### config.mk
export PLATFORM = sky130hd
export DESIGN_NAME = mem_arbiter
export DESIGN_NICKNAME = d
export VERILOG_FILES = /design/src/rtl/mem_arbiter.sv
export SDC_FILE = /design/constraint.sdc
export NUM_CORES = 1
export LEC_CHECK = 0
export ABC_AREA = 1
export BUFFER_PORTS_ARGS = -buffer_cell sky130_fd_sc_hd__clkbuf_2
export CORE_AREA = 2 2 119 121
export CTS_CLUSTER_SIZE = 20
export DETAILED_ROUTE_END_ITERATION = 7
export DIE_AREA = 0 0 121 123
export RECOVER_POWER = 25
export REMOVE_ABC_BUFFERS = 1
export SYNTH_ARGS = -nofsm -noshare
export SYNTH_HDL_FRONTEND = slang
export SYNTH_SLANG_ARGS = --single-unit
### constraint.sdc
create_clock -name clk -period 2.8 [get_ports clk]
set_input_delay 0.28 -clock clk [delete_from_list [all_inputs] [get_ports clk]]
set_output_delay 0.28 -clock clk [all_outputs]
set_load 0.005 [all_outputs]
### src/rtl/mem_arbiter.sv
// mem_arbiter: shares one unified memory between the CPU and a loader port.
// Arbitrates, issues the access, waits out read latency, returns read data.
module mem_arbiter #(
  parameter int AW        = 32,
  parameter int DW        = 32,
  parameter int RD_LAT    = 1,
  parameter int MAX_BURST = 8
) (
  input  logic          clk,
  input  logic          reset,
  input  logic          c_req,
  input  logic          c_we,
  input  logic [AW-1:0] c_adr,
  input  logic [DW-1:0] c_wd,
  output logic          c_gnt,
  output logic          c_rvalid,
  output logic [DW-1:0] c_rd,
  input  logic          l_req,
  input  logic          l_we,
  input  logic [AW-1:0] l_adr,
  input  logic [DW-1:0] l_wd,
  input  logic          l_lock,
  output logic          l_gnt,
  output logic          l_rvalid,
  output logic [DW-1:0] l_rd,
  output logic          mem_en,
  output logic          mem_we,
  output logic [AW-1:0] mem_adr,
  output logic [DW-1:0] mem_wd,
  input  logic [DW-1:0] mem_rd,
  output logic          busy
);

  localparam int BW = $clog2(MAX_BURST + 1);

  typedef enum logic [1:0] {
    IDLE,
    C_ACC,
    L_ACC,
    RD_WAIT
  } state_t;

  state_t state_q, state_d;

  // own_q = 1 means the loader owns (or last owned) the memory
  logic          own_q, own_d;
  logic [BW-1:0] burst_q, burst_d;
  logic [1:0]    lat_q, lat_d;
  logic [DW-1:0] c_rd_q, c_rd_d;
  logic [DW-1:0] l_rd_q, l_rd_d;
  logic          c_rv_q, c_rv_d;
  logic          l_rv_q, l_rv_d;

  logic l_keep;
  logic win_l;

  always_comb begin
    l_keep = l_lock && own_q
          && (burst_q < BW'(MAX_BURST));
    win_l  = 1'b0;
    if (l_req && !c_req) begin
      win_l = 1'b1;
    end else if (l_req && c_req) begin
      win_l = l_keep || !own_q;
    end
  end

  always_comb begin
    state_d = state_q;
    own_d   = own_q;
    burst_d = burst_q;
    lat_d   = lat_q;
    c_rd_d  = c_rd_q;
    l_rd_d  = l_rd_q;
    c_rv_d  = 1'b0;
    l_rv_d  = 1'b0;
    unique case (state_q)
      IDLE: begin
        if (c_req || l_req) begin
          state_d = win_l ? L_ACC : C_ACC;
          own_d   = win_l;
          if (win_l && l_lock) begin
            if (burst_q != BW'(MAX_BURST)) begin
              burst_d = burst_q + BW'(1);
            end
          end else begin
            burst_d = '0;
          end
        end
      end
      C_ACC: begin
        if (c_we) begin
          state_d = IDLE;
        end else begin
          state_d = RD_WAIT;
          lat_d   = 2'(RD_LAT);
        end
      end
      L_ACC: begin
        if (l_we) begin
          state_d = IDLE;
        end else begin
          state_d = RD_WAIT;
          lat_d   = 2'(RD_LAT);
        end
      end
      RD_WAIT: begin
        if (lat_q <= 2'd1) begin
          state_d = IDLE;
          lat_d   = 2'd0;
          if (own_q) begin
            l_rd_d = mem_rd;
            l_rv_d = 1'b1;
          end else begin
            c_rd_d = mem_rd;
            c_rv_d = 1'b1;
          end
        end else begin
          lat_d = lat_q - 2'd1;
        end
      end
      default: state_d = IDLE;
    endcase
  end

  always_ff @(posedge clk) begin
    if (!reset) begin
      state_q <= IDLE;
      own_q   <= 1'b1;
      burst_q <= '0;
      lat_q   <= 2'd0;
      c_rd_q  <= '0;
      l_rd_q  <= '0;
      c_rv_q  <= 1'b0;
      l_rv_q  <= 1'b0;
    end else begin
      state_q <= state_d;
      own_q   <= own_d;
      burst_q <= burst_d;
      lat_q   <= lat_d;
      c_rd_q  <= c_rd_d;
      l_rd_q  <= l_rd_d;
      c_rv_q  <= c_rv_d;
      l_rv_q  <= l_rv_d;
    end
  end

  always_comb begin
    mem_en  = 1'b0;
    mem_we  = 1'b0;
    mem_adr = '0;
    mem_wd  = '0;
    unique case (1'b1)
      (state_q == C_ACC): begin
        mem_en  = 1'b1;
        mem_we  = c_we;
        mem_adr = c_adr;
        mem_wd  = c_wd;
      end
      (state_q == L_ACC): begin
        mem_en  = 1'b1;
        mem_we  = l_we;
        mem_adr = l_adr;
        mem_wd  = l_wd;
      end
      default: ;
    endcase
  end

  assign c_gnt    = (state_q == C_ACC);
  assign l_gnt    = (state_q == L_ACC);
  assign c_rvalid = c_rv_q;
  assign l_rvalid = l_rv_q;
  assign c_rd     = c_rd_q;
  assign l_rd     = l_rd_q;
  assign busy     = (state_q != IDLE);

endmodule

==> impl_metrics.py, run 1 <==
metrics = {
    "global_routing": {
        "grt-ovfl-total": 0,
        "grt_antenna_before_repair": 0,
        "grt.met3_usage": 0.06688,
        "grtUsageMet2": 0.3248,
        "grt_max_degree": 66,
        "grt_pass1_wl_mm": 22.42,
        "grt_busiest_layer": "met2",
        "grtUsageMet1": 0.2378,
        "grt_pass1_vias": 4211,
        "groute.usage.overall": 0.1946,
    },
    "clock_network": {
        "cts.clk_slew.worst_paths_ps": 60,
        "cts_buffers": 9,
        "h-tree-depth": 3,
        "cts.sinks": 75,
        "cts_resized": 0,
        "tritoncts": "done",
        "cts_hold_buf": 0,
        "clock_latency_ps": 330,
        "post_cts_buffers": 0,
        "cts_buffer_depth": 2,
        "clockRootBuffer": "clkbuf_16",
    },
    "synthesis": {
        "synth_area_per_cell_um2": 6.475,
        "synth-main-ff-cell": "dfxtp_1",
        "synth_area_um2": 3781,
        "synth_cells": 584,
        "yosysTopAreaCellShare": 0.3971,
        "synth_edf_count": 0,
        "seq_area_frac_synth": 0.3971,
        "ys_ff_latch": 75,
        "ys.warnings.count": 0,
        "synth_largest_area_cell": "dfxtp_1",
        "synth_area_leaders": "dfxtp_1 (40%), nand2_1 (15%), a21oi_1 (14%)",
        "ys_top_cells_by_count": "nand2_1 (150), a21oi_1 (105), dfxtp_1 (75)",
        "yosysMostFrequentCell": "nand2_1",
        "ys_types": 19,
        "synthArstFlopShare": 0,
    },
    "worst_setup_path": {
        "r2r-start": "state_q[0]",
        "cp-end-kind": "output port",
        "reg2reg_slack_ps": 1230,
        "crit_type": "reg2out",
        "r2r_cells": 5,
        "critical-path-max-stage-delay_ps": 400,
        "worstPathMaxFanout": 33,
        "crit_chain": "inv_1 -> ha_2 -> buf_4 -> nand2_1 -> a21oi_1 -> clkbuf_2",
        "r2r-end": "l_rd[17]",
        "cp_slowest_cell": "buf_4",
        "start_kind": "register",
        "arrival_ps": 2000,
        "cp.required_ps": 2520,
    },
    "routing": {
        "viasPerCell": 4.473,
        "vias": 4688,
        "dr.first_iter.drc_count": 247,
        "drc": 0,
        "drt_first_pass_iters": 4,
        "routed_wl_mm": 15.41,
        "routedWlPerCell_um": 14.70,
        "antenna_left": 0,
    },
    "placed_design": {
        "dp_hpwl_mm": 11.75,
        "routabilityCongestion": 0.8142,
        "numPortBuffers": 301,
    },
    "power_and_ir_drop": {
        "ir_drop_mv": 0.4284,
        "p_seq_frac": 0.312,
        "p_leak_uw": 0.002678,
        "pwr-share-clk": 0.283,
        "p_per_area_nw_per_um2": 707.7,
        "combPwrFrac": 0.404,
        "p_int_uw": 2446,
        "p_switching_uw": 1531,
        "netSwitchingFraction": 0.3850,
    },
    "timing": {
        "finalSetupTns_ps": 0,
        "finalSetupViolCount": 0,
        "period_minus_slack_ps": 2275,
        "slew_viol_final": 0,
        "fin_skew_ps": 8.423,
        "clock.fmax_mhz": 439.5,
        "whs_ps": 187.3,
        "rsz0062_at_grt": "false",
        "worst_pin_slew_ps": 602.4,
        "finalHoldViolations": 0,
        "period_share": 0.8126,
        "slew-limit-headroom": 0.5978,
    },
    "floorplan": {
        "die_y_um": 123,
        "rows": 43,
        "die-area_um2": 14880,
        "core_area_um2": 13610,
        "initial_core_util": 0.2778,
        "io_pins": 302,
        "die_w_um": 121,
    },
    "run": {
        "cap_violations": 0,
    },
    "hold_path": {
        "hold_path_class": "in2reg",
        "hold_end": "c_rd[31]",
        "hp-start": "mem_rd[31]",
        "hold_depth": 3,
    },
    "final_layout": {
        "nNetsFinal": 1036,
        "fillers": 1528,
        "antennaDiodeCount": 0,
        "drive_gt1_frac": 0.3341,
        "area_delta_synth_final_pct": 48.64,
    },
    "run_status": {
        "status": "completed",
    },
}
## cells by family (layout without fill, tap and decap cells)
| group | count (synthesis) | in the layout | synth area share |
|---|---|---|---|
| compound gates | 175 | 175 | 0.2320 |
| xor+xnor | 1 | 1 | 0.002317 |
| fa+ha+maj | 6 | 6 | 0.01985 |
| buf+inv | 94 | 378 | 0.1089 |
| flops | 75 | 75 | 0.3971 |
| simple gates | 233 | 233 | 0.2399 |
## per-layer routing
metal	vias to the layer above	routed length (µm)	part of all wire
met2	212	7131	0.46
met4	0	250	0.016
met3	14	1400	0.091
met5	-	0	0
met1	2038	6625	0.43
li1	2424	-	-
## worst max-delay path, delay by kind of cell, from the launching register on
kind | cells | cell delay, ps
compound gates | 1 | 210
fa+ha+maj | 1 | 390
buf+inv | 3 | 640
flops | 1 | 330
simple gates | 1 | 90
## power by group through the flow
stage	combinational [µW]	clock, µW	sequential, µW
finish	1610	1130	1240
global placement	1650	0	1260
CTS	1660	1160	1240
floorplan	822	0	1260
global route	1800	1210	1260
detailed placement	1650	0	1260
## sequential cells by signal (all words and copies together) (netlist names)
signal	flops
own_q	1
state_q	2
burst_q	4
c_rd	32
l_rvalid	1
l_rd	32
c_rvalid	1
lat_q	2
## layout make-up
| class | count | area, µm² | area share |
|---|---|---|---|
| Timing Repair Buffer | 309 | 1529 | 0.2720 |
| Clock inverter | 4 | 51.30 | 0.009127 |
| Tap cell | 180 | 225.2 | 0.04007 |
| Inverter | 53 | 198.9 | 0.03540 |
| Sequential cell | 75 | 1501 | 0.2671 |
| Clock buffer | 12 | 236.5 | 0.04207 |
| Multi-Input combinational cell | 415 | 1878 | 0.3341 |
## layout by cell type, fill, tap and decap left out, types with 9 or more instances in the layout
cell type and n:
inv_1 49, a21oi_1 105, o21ai_0 62, nor2_1 71
clkbuf_1 42, nand2_1 150, clkbuf_2 261, dfxtp_1 75
clkbuf_16 9
## through the flow
| stage | setup WS, ps | instances | area [µm²] | util | total power, µW |
|---|---|---|---|---|---|
| final | 524.6 | 1048 | 5620 | 0.4129 | 3978 |
| after global routing | 297.1 | 1048 | 5620 | 0.4129 | 4269 |
| after CTS | 468.8 | 1048 | 5670 | 0.4166 | 4058 |
| after detailed placement | 841.6 | 1032 | 5383 | 0.3954 | 2915 |
| after global placement | 858.5 | 1032 | 5383 | 0.3954 | 2912 |
| after floorplan | 444.9 | 543 | 3568 | - | 2086 |
## how the worst max path moves through the flow
stage / from / endpoint / slack (ps)
detailed placement: state_q[0] / mem_wd[31] / 840
floorplan: state_q[1] / mem_we / 440
global placement: state_q[0] / mem_wd[31] / 860
global route: state_q[0] / mem_wd[31] / 300
CTS: state_q[0] / mem_wd[31] / 470
finish: state_q[0] / mem_wd[31] / 520
(Power assumes the default switching activity.)
==> run 2: changes to the inputs <==
--- a/config.mk
+++ b/config.mk
@@ -5,12 +5,12 @@
 export SDC_FILE = /design/constraint.sdc
 export NUM_CORES = 1
 export LEC_CHECK = 0
-export ABC_AREA = 1
+export ABC_AREA = 0
 export BUFFER_PORTS_ARGS = -buffer_cell sky130_fd_sc_hd__clkbuf_2
-export CORE_AREA = 2 2 119 121
+export CORE_AREA = 2 2 117 119
 export CTS_CLUSTER_SIZE = 20
 export DETAILED_ROUTE_END_ITERATION = 7
-export DIE_AREA = 0 0 121 123
+export DIE_AREA = 0 0 119 121
 export RECOVER_POWER = 25
 export REMOVE_ABC_BUFFERS = 1
 export SYNTH_ARGS = -nofsm -noshare
==> constraint.sdc (replaced) <==
create_clock -name clk -period 2.15 [get_ports clk]
set_input_delay 0.215 -clock clk [delete_from_list [all_inputs] [get_ports clk]]
set_output_delay 0.215 -clock clk [all_outputs]
set_load 0.005 [all_outputs]
==> run 2 against run 1 <==
Sequential share of layout area down 0.91 points. First-iteration DRC count is 49% higher. Combinational power decreased by 9%. Global-route usage grew 2.5 points. Utilization is 3.2 points higher. Wire length up 7.5%. Non-clock buffer count grew 5. Clock power is 42% higher. Via count about the same. Die area is 3.3% lower. Clock-buffer cell count decreased by 2. Synthesized area increased by 2.2%. Critical endpoint is now mem_adr[8]. Largest cell class unchanged.
==> impl_metrics.py, run 2 <==
metrics = {
    "timing": {
        "finalSetupTns_ps": 0,
        "finalHoldViolations": 0,
        "fin_skew_ps": 5.455,
        "worst_pin_slew_ps": 404.3,
        "slew_viol_final": 0,
        "finalSetupViolCount": 0,
        "whs_ps": 116.7,
        "slew-limit-headroom": 0.7235,
        "clock.fmax_mhz": 502.4,
        "period_share": 0.9257,
        "period_minus_slack_ps": 1990,
        "rsz0062_at_grt": "false",
    },
    "floorplan": {
        "io_pins": 302,
        "die_y_um": 121,
        "rows": 42,
        "die_w_um": 119,
        "initial_core_util": 0.2954,
        "die-area_um2": 14400,
        "core_area_um2": 13090,
    },
    "worst_setup_path": {
        "worstPathMaxFanout": 32,
        "start_kind": "register",
        "cp-end-kind": "output port",
        "crit_type": "reg2out",
        "cp.required_ps": 1930,
        "reg2reg_slack_ps": 510,
        "r2r-end": "state_q[0]",
        "crit_chain": "inv_1 -> ha_2 -> buf_6 -> a22oi_2 -> nor2b_1 -> clkbuf_2",
        "r2r_cells": 5,
        "arrival_ps": 1780,
        "r2r-start": "state_q[0]",
        "cp_slowest_cell": "dfxtp_1",
        "critical-path-max-stage-delay_ps": 320,
    },
    "global_routing": {
        "grt_max_degree": 43,
        "grt_pass1_wl_mm": 24.27,
        "grt_pass1_vias": 4290,
        "groute.usage.overall": 0.2191,
        "grt_antenna_before_repair": 5,
        "grt-ovfl-total": 0,
    },
    "routing": {
        "viasPerCell": 4.857,
        "routed_wl_mm": 16.56,
        "drc": 0,
        "antenna_left": 0,
        "routedWlPerCell_um": 17.14,
        "drt_first_pass_iters": 5,
        "dr.first_iter.drc_count": 368,
        "vias": 4692,
    },
    "clock_network": {
        "clock_latency_ps": 330,
        "cts.sinks": 75,
        "cts_hold_buf": 0,
        "cts.clk_slew.worst_paths_ps": 60,
        "cts_buffer_depth": 2,
        "clockRootBuffer": "clkbuf_16",
        "tritoncts": "done",
        "h-tree-depth": 3,
        "cts_buffers": 9,
    },
    "placed_design": {
        "numPortBuffers": 301,
        "dp_hpwl_mm": 13.13,
        "routabilityCongestion": 0.8584,
    },
    "hold_path": {
        "hold_depth": 3,
        "hold_path_class": "in2reg",
        "hp-start": "mem_rd[16]",
        "hold_end": "l_rd[16]",
    },
    "synthesis": {
        "ys_ff_latch": 75,
        "synthArstFlopShare": 0,
        "synth_cells": 501,
        "ys_top_cells_by_count": "nand2_1 (134), dfxtp_1 (75), a21oi_1 (67)",
        "synth_edf_count": 0,
        "synth_area_leaders": "dfxtp_1 (39%), nand2_1 (13%), a22oi_1 (13%)",
        "ys_types": 43,
        "yosysTopAreaCellShare": 0.3885,
        "yosysMostFrequentCell": "nand2_1",
        "synth_largest_area_cell": "dfxtp_1",
        "synth-main-ff-cell": "dfxtp_1",
        "seq_area_frac_synth": 0.3885,
        "synth_area_per_cell_um2": 7.714,
        "ys.warnings.count": 0,
        "synth_area_um2": 3865,
    },
    "final_layout": {
        "area_delta_synth_final_pct": 50.57,
        "layout_commonest_cell": "clkbuf_2",
        "fillers": 1384,
        "layout_common_cells": "clkbuf_2 (272), nand2_1 (134), dfxtp_1 (75), a21oi_1 (67), nor2b_1 (65)",
        "nNetsFinal": 957,
        "drive_gt1_frac": 0.3926,
    },
    "run": {
        "cap_violations": 0,
    },
    "power_and_ir_drop": {
        "ir_drop_mv": 0.3692,
        "p_per_area_nw_per_um2": 781.2,
        "p_leak_uw": 0.002560,
    },
    "run_status": {
        "status": "completed",
    },
}
## run 2: power by group
group / switching (µW) / total, µW / internal (µW)
Combinational: 780 / 1460 / 677
Clock: 569 / 1600 / 1040
Sequential: 39.0 / 1480 / 1440
Total: 1390 / 4550 / 3160
## run 2: layout make-up
| class | instances | area, µm² | share of cell area |
|---|---|---|---|
| timing repair buffer | 314 | 1608 | 0.2763 |
| tap | 176 | 220.2 | 0.03784 |
| inverter | 8 | 30.03 | 0.005160 |
| antenna | 3 | 7.507 | 0.001290 |
| clock inverter | 4 | 76.32 | 0.01312 |
| sequential | 75 | 1501 | 0.2580 |
| multi-input combinational | 376 | 2137 | 0.3672 |
| clock buffer | 10 | 239.0 | 0.04107 |
## run 2: what timing repair did
item,4_1_cts,5_1_grt
gates resized for setup,2,4
cloned,0,0
endpoints found under the setup margin,2,16
buffers inserted,0,0
## run 2: cell families after synthesis
family / share of synthesized area
adder cells (fa/ha/maj): 0.01942
AO/OA/AOI/OAI: 0.2496
buffers and inverters: 0.06410
flip-flops: 0.3885
AND/OR/NAND/NOR: 0.2755
multiplexers: 0.002913
## run 2: worst max path at each step
stage | start | to | slack (ps)
after global routing | state_q[1] | mem_adr[8] | 7
after CTS | state_q[0] | mem_adr[8] | 40
final | state_q[0] | mem_adr[8] | 160
after floorplan | state_q[1] | state_q[1] | -190
after detailed placement | state_q[0] | mem_adr[8] | 240
after global placement | state_q[0] | mem_adr[8] | 250
## run 2: metal layers
layer | track usage | wire, µm | up-vias | part of all wire
met5 | 0 | 41 | - | 0.0025
met1 | 0.2704 | 6737 | 2155 | 0.41
met2 | 0.3574 | 7862 | 227 | 0.47
met3 | 0.08835 | 1725 | 16 | 0.10
met4 | 0.05283 | 190 | 6 | 0.011
li1 | - | - | 2288 | -
## run 2: critical path, delay by kind of cell (launching register included)
kind,cells,cell delay (ps)
buf+inv,3,520
flops,1,320
fa+ha+maj,1,240
compound gates,1,180
simple gates,1,180
## run 2: metrics by stage
stage / cell area (µm²) / cells / worst slack, ps / util / total power, µW
2_1_floorplan: 3647 / 459 / -189.1 / - / 2282
3_3_place_gp: 5508 / 949 / 249.8 / 0.4209 / 2961
3_5_place_dp: 5508 / 949 / 243.0 / 0.4209 / 2961
4_1_cts: 5833 / 963 / 42.92 / 0.4458 / 4578
5_1_grt: 5812 / 963 / 6.593 / 0.4442 / 4802
6_report: 5819 / 966 / 159.7 / 0.4447 / 4546
